[src/rtl/pipe_cla_adder.sv]
// ============================================================================
//  Module   : pipe_cla_adder
//  Purpose  : Pipelined carry-lookahead adder/subtractor. The operands are cut
//             into 4-bit lookahead groups and one group is resolved per stage,
//             so the carry chain never spans more than one group per cycle.
//             Results leave through a valid/ready handshake at one per cycle.
//  Ports    : clk, rst           - clock, synchronous active-high reset
//             in_valid/in_ready  - operand handshake
//             a, b, ci, sub      - operands, carry-in, subtract select
//             out_valid/out_ready- result handshake
//             s, co, g, p, ovf   - sum, carry-out, word generate/propagate,
//                                  signed overflow
//  Revision : 1.0 - initial release
// ============================================================================
`default_nettype none

module pipe_cla_adder #(
    parameter int WIDTH = 16    // multiple of 4, at least 4
) (
    input  logic             clk,
    input  logic             rst,
    input  logic             in_valid,
    output logic             in_ready,
    input  logic [WIDTH-1:0] a,
    input  logic [WIDTH-1:0] b,
    input  logic             ci,
    input  logic             sub,
    output logic             out_valid,
    input  logic             out_ready,
    output logic [WIDTH-1:0] s,
    output logic             co,
    output logic             g,
    output logic             p,
    output logic             ovf
);

    localparam int GROUPS = WIDTH / 4;

    // Result of one 4-bit lookahead group.
    typedef struct packed {
        logic [3:0] sum;
        logic       c3;     // carry into the group's top bit (for overflow)
        logic       c4;     // carry out of the group
        logic       gg;     // group generate
        logic       gp;     // group propagate
    } cla4_t;

    function automatic cla4_t cla4(input logic [3:0] i_x,
                                   input logic [3:0] i_y,
                                   input logic       i_c0);
        logic [3:0] w_gb;
        logic [3:0] w_pb;
        logic       w_c1;
        logic       w_c2;
        logic       w_c3;
        cla4_t      w_r;
        w_gb = i_x & i_y;
        w_pb = i_x ^ i_y;
        w_c1 = w_gb[0] | (w_pb[0] & i_c0);
        w_c2 = w_gb[1] | (w_pb[1] & w_gb[0]) | (w_pb[1] & w_pb[0] & i_c0);
        w_c3 = w_gb[2] | (w_pb[2] & w_gb[1]) | (w_pb[2] & w_pb[1] & w_gb[0])
             | (w_pb[2] & w_pb[1] & w_pb[0] & i_c0);
        w_r.gg  = w_gb[3] | (w_pb[3] & w_gb[2]) | (w_pb[3] & w_pb[2] & w_gb[1])
                | (w_pb[3] & w_pb[2] & w_pb[1] & w_gb[0]);
        w_r.gp  = &w_pb;
        w_r.c4  = w_r.gg | (w_r.gp & i_c0);
        w_r.c3  = w_c3;
        w_r.sum = w_pb ^ {w_c3, w_c2, w_c1, i_c0};
        return w_r;
    endfunction

    // Stage registers. Stage k holds the operands (b already inverted for
    // subtract), the carry into group k, the low sum groups resolved so far,
    // and the running word generate/propagate of groups below k.
    logic [WIDTH-1:0]  r_a [GROUPS];
    logic [WIDTH-1:0]  r_b [GROUPS];
    logic [WIDTH-1:0]  r_s [GROUPS];
    logic [GROUPS-1:0] r_c;
    logic [GROUPS-1:0] r_gg;
    logic [GROUPS-1:0] r_gp;
    logic [GROUPS-1:0] r_v;

    logic [WIDTH-1:0]  r_s_out;
    logic              r_co;
    logic              r_g;
    logic              r_p;
    logic              r_ovf;
    logic              r_out_valid;

    cla4_t             w_cla    [GROUPS];
    logic [WIDTH-1:0]  w_s_nxt  [GROUPS];
    logic [GROUPS-1:0] w_gg_nxt;
    logic [GROUPS-1:0] w_gp_nxt;
    logic              w_en;

    // The whole pipeline moves together; a held result freezes every stage.
    assign w_en     = ~r_out_valid | out_ready;
    assign in_ready = w_en & ~rst;

    always_comb begin
        w_gg_nxt = '0;
        w_gp_nxt = '0;
        for (int k = 0; k < GROUPS; k++) begin
            w_cla[k]            = cla4(r_a[k][4*k +: 4], r_b[k][4*k +: 4], r_c[k]);
            w_s_nxt[k]          = r_s[k];
            w_s_nxt[k][4*k +: 4] = w_cla[k].sum;
            w_gg_nxt[k]         = w_cla[k].gg | (w_cla[k].gp & r_gg[k]);
            w_gp_nxt[k]         = w_cla[k].gp & r_gp[k];
        end
    end

    always_ff @(posedge clk) begin
        if (rst) begin
            r_v         <= '0;
            r_out_valid <= 1'b0;
            r_s_out     <= '0;
            r_co        <= 1'b0;
            r_g         <= 1'b0;
            r_p         <= 1'b0;
            r_ovf       <= 1'b0;
        end else if (w_en) begin
            // in_ready equals w_en here, so in_valid alone marks an accept.
            r_v[0]  <= in_valid;
            r_a[0]  <= a;
            r_b[0]  <= b ^ {WIDTH{sub}};
            r_c[0]  <= sub | ci;
            r_s[0]  <= '0;
            // Empty prefix: no generate, full propagate.
            r_gg[0] <= 1'b0;
            r_gp[0] <= 1'b1;
            for (int k = 1; k < GROUPS; k++) begin
                r_v[k]  <= r_v[k-1];
                r_a[k]  <= r_a[k-1];
                r_b[k]  <= r_b[k-1];
                r_c[k]  <= w_cla[k-1].c4;
                r_s[k]  <= w_s_nxt[k-1];
                r_gg[k] <= w_gg_nxt[k-1];
                r_gp[k] <= w_gp_nxt[k-1];
            end
            r_out_valid <= r_v[GROUPS-1];
            r_s_out     <= w_s_nxt[GROUPS-1];
            r_co        <= w_cla[GROUPS-1].c4;
            r_g         <= w_gg_nxt[GROUPS-1];
            r_p         <= w_gp_nxt[GROUPS-1];
            r_ovf       <= w_cla[GROUPS-1].c3 ^ w_cla[GROUPS-1].c4;
        end
    end

    assign out_valid = r_out_valid;
    assign s         = r_s_out;
    assign co        = r_co;
    assign g         = r_g;
    assign p         = r_p;
    assign ovf       = r_ovf;

endmodule

`default_nettype wire

[config.mk]
export PLATFORM = sky130hd
export DESIGN_NAME = pipe_cla_adder
export DESIGN_NICKNAME = d
export VERILOG_FILES = /design/src/rtl/pipe_cla_adder.sv
export SDC_FILE = /design/constraint.sdc
export NUM_CORES = 1
export LEC_CHECK = 0
export CAP_MARGIN = 10
export CORE_UTILIZATION = 55
export DETAILED_ROUTE_END_ITERATION = 10
export PLACE_DENSITY = 0.79
export SLEW_MARGIN = 15
export SYNTH_ARGS = -nofsm -noshare
export SYNTH_HDL_FRONTEND = slang
export SYNTH_SLANG_ARGS = --single-unit
[constraint.sdc]
create_clock -name clk -period 9.3 [get_ports clk]
set_input_delay 1.86 -clock clk [delete_from_list [all_inputs] [get_ports clk]]
set_output_delay 1.86 -clock clk [all_outputs]
set_load 0.01 [all_outputs]
==> After elaboration in Yosys (flattened, before gate mapping) <==
Memory sizes are Yosys's and may differ from the RTL's. A register that Yosys moved wholly into a read port is not among the register bits.
Index checks and enable logic that the tools add are counted.
{ "classes": {"n_addsub": 0, "n_eq_ne": 0, "shift": 0, "n_reduce_logical": 5, "div_mod_pow": 0, "mux": 3, "multipliers": 0, "order_cmp": 0, "bitwise": 128} }
{ "op_table": {"columns": ["cell", "count"], "rows": [
  ["$and 1x1->1", 67],
  ["$or 1x1->1", 45],
  ["$xor 4x4->4", 8],
  ["$and 4x4->4", 4],
  ["$reduce_and 4->1", 4],
  ["$xor 16x16->16", 1],
  ["$mux 1", 3],
  ["$not 1->1", 2],
  ["$reduce_and 2->1", 1],
  ["$xor 1x1->1", 1]
]} }
{ "word_totals": {"latchBits": 0, "ram_bits": 192, "memories": 3, "rom_bits": 0, "reg_bits": 35} }
{ "mem_list": {"columns": ["memory", "words", "word_bits", "read_ports", "rd_clocked_by_memory_dff", "wr", "line_no", "rtl"], "rows": [
  ["r_a", 4, 16, 4, 0, 4, "75", "logic [WIDTH-1:0] r_a [GROUPS];"],
  ["r_b", 4, 16, 4, 0, 4, "76", "logic [WIDTH-1:0] r_b [GROUPS];"],
  ["r_s", 4, 16, 4, 1, 4, "77", "logic [WIDTH-1:0] r_s [GROUPS];"]
]} }

==> Depth between registers and ports, before layout <==
An unclocked memory read counts as a cell.
{ "depth": {"depth_word": 8, "depth_mapped": 5, "mapped_depth_nobuf": 5} }

==> Worst setup path before layout <==
Ideal clock, no wire load.
{ "synth_path": {"path_type": "input-to-output", "startpoint": "input port rst", "endpoint": "output port in_ready", "stages": 2, "arrival_ps": 6945, "n_path_buf": 1, "slack_ps": 495, "t_required_ps": 7440, "cell_sequence": "clkbuf_1 -> nor2_1"} }
{ "synth_between": {"elab_chain_cells": 2} }
{ "synth_lines": {"columns": ["element", "line_no", "rtl"], "rows": [
  ["from (decl)", "21", "input logic rst,"],
  ["$not 1->1 (no source line)", null, null],
  ["$and 1x1->1", "98", "assign in_ready = w_en & ~rst;"],
  ["to (decl)", "23", "output logic in_ready,"]
]} }
Every way passes these cells.

==> Final worst setup path <==
{ "layout_path": {"startpoint": "input port out_ready", "endpoint": "output port in_ready"} }
{ "layout_between": {"elab_chain_cells": 2} }
{ "layout_lines": {"columns": ["element", "line_no", "rtl"], "rows": [
  ["from (decl)", "29", "input logic out_ready,"],
  ["$or 1x1->1", "97", "assign w_en = ~r_out_valid | out_ready;"],
  ["$and 1x1->1", "98", null]
]} }
Every way passes these cells.

==> results.ini <==
[status]
status=finished with violations
violations=DRC

[clock_network]
holdBufCountCts=0
clock_path_buffers=2
cts-root-buf=clkbuf_8
cts_made_buffers=17
cts_tree=done
clk_pin_slew_worst_paths_ns=0.06
cts_resized=0
insertion_delay_ns=0.52
cts_sinks=139
htreeDepth=4
post-cts-setup-buffers=0

[critical_path]
crit_fanout=43
path_class=in2out
required_ns=7.44
setup.worst_path.start_class=input pin
crit_path_end_kind=output port
arrival_ns=3.80
r2r_slack_ns=6.90

[run]
cap_violations=0

[pwr]
switching_share_pct=21.4
p_clk_share_pct=43.6
p_sw_mw=0.328
p_leak_nw=2.42
power.density_nw_per_um2=238
intPower_mw=1.21
finalPower_mw=1.53
seqPwrFrac_pct=49.0
ir_drop_uv=155
combPwrFrac_pct=7.4

[timing]
fin_skew_ns=0.00592
setup_tns_ns=0
min_period_ns=5.66
setup_viol=0
drv_slew=0
rsz0062_at_grt=no
max_slew_margin_pct=41.7
timing.fmax_ghz=0.177
final.period_utilization_pct=60.9
tightest_slew_ns=0.875
hold_violations=0

[synthesis]
syn_area_per_cell_um2=15.8
synth-seq-cells=139
syn_nets=382
netlist_area_um2=5120
seq_area_frac_synth_pct=76.7
synth_edf_count=114
synth_cells=324
yosysUniqueCellTypes=30
ys.flop_type=edfxtp_1
ys_warn_count=0
ys_async_sr_fraction_pct=0

[finish]
fill_cells=558
final_nets=453
area_delta_synth_final_pct=25.7
drive_above_1_share_pct=9.80
diodes=0
final_cell_mix=edfxtp_1 (114), clkdlybuf4s50_1 (59), nand2_1 (48)
final_area_um2=6440
final_common_cell=edfxtp_1

[die]
fp.dieH_um=98.5
pin_count=60
die_w_um=98.5
num_rows=34
dieArea_um2=9700
start_util_pct=57.8
core_area_um2=8850

[routing]
routed_via_density=5.05
dr_total_vias=2606
routedWlPerCell_um=13.8
postRouteAntennaNets=0
firstDrtPassIters=10
drtIter0Drc=141
wl_mm=7.10
drc_errors=5

[grt]
grt_max_degree=75
grt_pass1_wl_mm=11.9
grt-ovfl-total=0
grt_usage_pct=16.7
grt_pass1_vias=2582
antenna_found_initial=0

[placed_design]
placed_area_um2=5830
finalWeightedCongestion=0.777
portBuffers=59
dp_hpwl_mm=4.47

[hold_path]
hold_class=reg2reg

-- final cells by class --
type | instances | area, um2 | area share [%]
clock buffers | 17 | 414 | 6.43
flip-flops and latches | 139 | 3920 | 61.0
multi-input cells | 167 | 1130 | 17.5
repair buffers | 63 | 621 | 9.64
clock inverters | 15 | 188 | 2.92
inverters | 7 | 26.3 | 0.408
well taps | 108 | 135 | 2.10
-- cells in the mapped netlist (all sizes together), types with 5 or more instances --
cell type    n  area (um2)
nand2       48         180
ha          16         200
buf          5        25.0
xor2        19         166
dfxtp       25         500
a21oi       29         145
edfxtp     114        3420
nor2         7        26.3
clkbuf       6        22.5
xnor2        8        70.1
inv          7        26.3
-- flip-flops by register name, indices dropped and copies added, names as in the netlist --
register   count
r_a           40
r_b           40
r_s           24
s             16
r_c            4
r_v            4
r_gg           3
r_gp           3
co             1
g              1
out_valid      1
ovf            1
p              1
-- power by group through the flow --
stage	Combinational [mW]	Sequential, mW	Clock (mW)
after floorplan	0.0612	0.767	0
after global placement	0.108	0.762	0
after detailed placement	0.113	0.765	0
after CTS	0.115	0.753	0.682
after global routing	0.126	0.757	0.709
final	0.113	0.752	0.669
-- worst paths after layout --
path,start,end,depth (start not counted)
setup / recovery,out_ready,in_ready,6
hold / removal,r_a[0][14],r_a[1][14],0
setup reg to reg,out_valid,r_c[2],5
hold reg to reg,r_a[0][14],r_a[1][14],0
-- layer usage --
| layer | share of wire (%) | wire length (um) | track usage, % |
|---|---|---|---|
| met4 | 2.0 | 142 | 8.96 |
| met5 | 0 | 0 | 0 |
| met2 | 51 | 3600 | 28.0 |
| met3 | 5.4 | 386 | 6.17 |
| met1 | 42 | 2970 | 18.7 |
-- critical path: stages --
cell and delay (ns):
clkdlybuf4s50_1 0.47, nor2b_1 0.05, buf_4 0.20, nor2_4 0.09
buf_4 0.45, clkdlybuf4s50_1 0.65
-- kinds of logic (layout without fill, tap and decap cells) --
kind of cell / count (synthesis) / count (layout) / share of synthesized area [%]
AO/OA/AOI/OAI: 45 / 45 / 5.18
XOR/XNOR: 27 / 27 / 4.62
adder cells (fa/ha/maj): 20 / 20 / 5.48
buffers and inverters: 18 / 102 / 1.44
flip-flops: 139 / 139 / 76.7
AND/OR/NAND/NOR: 75 / 75 / 6.62
-- per-stage QoR --
stage	util, %	hold WS [ns]	std cells	worst slack, ns
after CTS	72.7	0.418	516	3.63
after global routing	72.7	0.421	516	3.55
after detailed placement	65.9	0.405	484	3.63
final	72.7	0.417	516	3.64
after floorplan	-	0.400	324	0.495
after global placement	65.9	0.401	484	3.67
No activity file was read; power rests on OpenSTA's default activity.
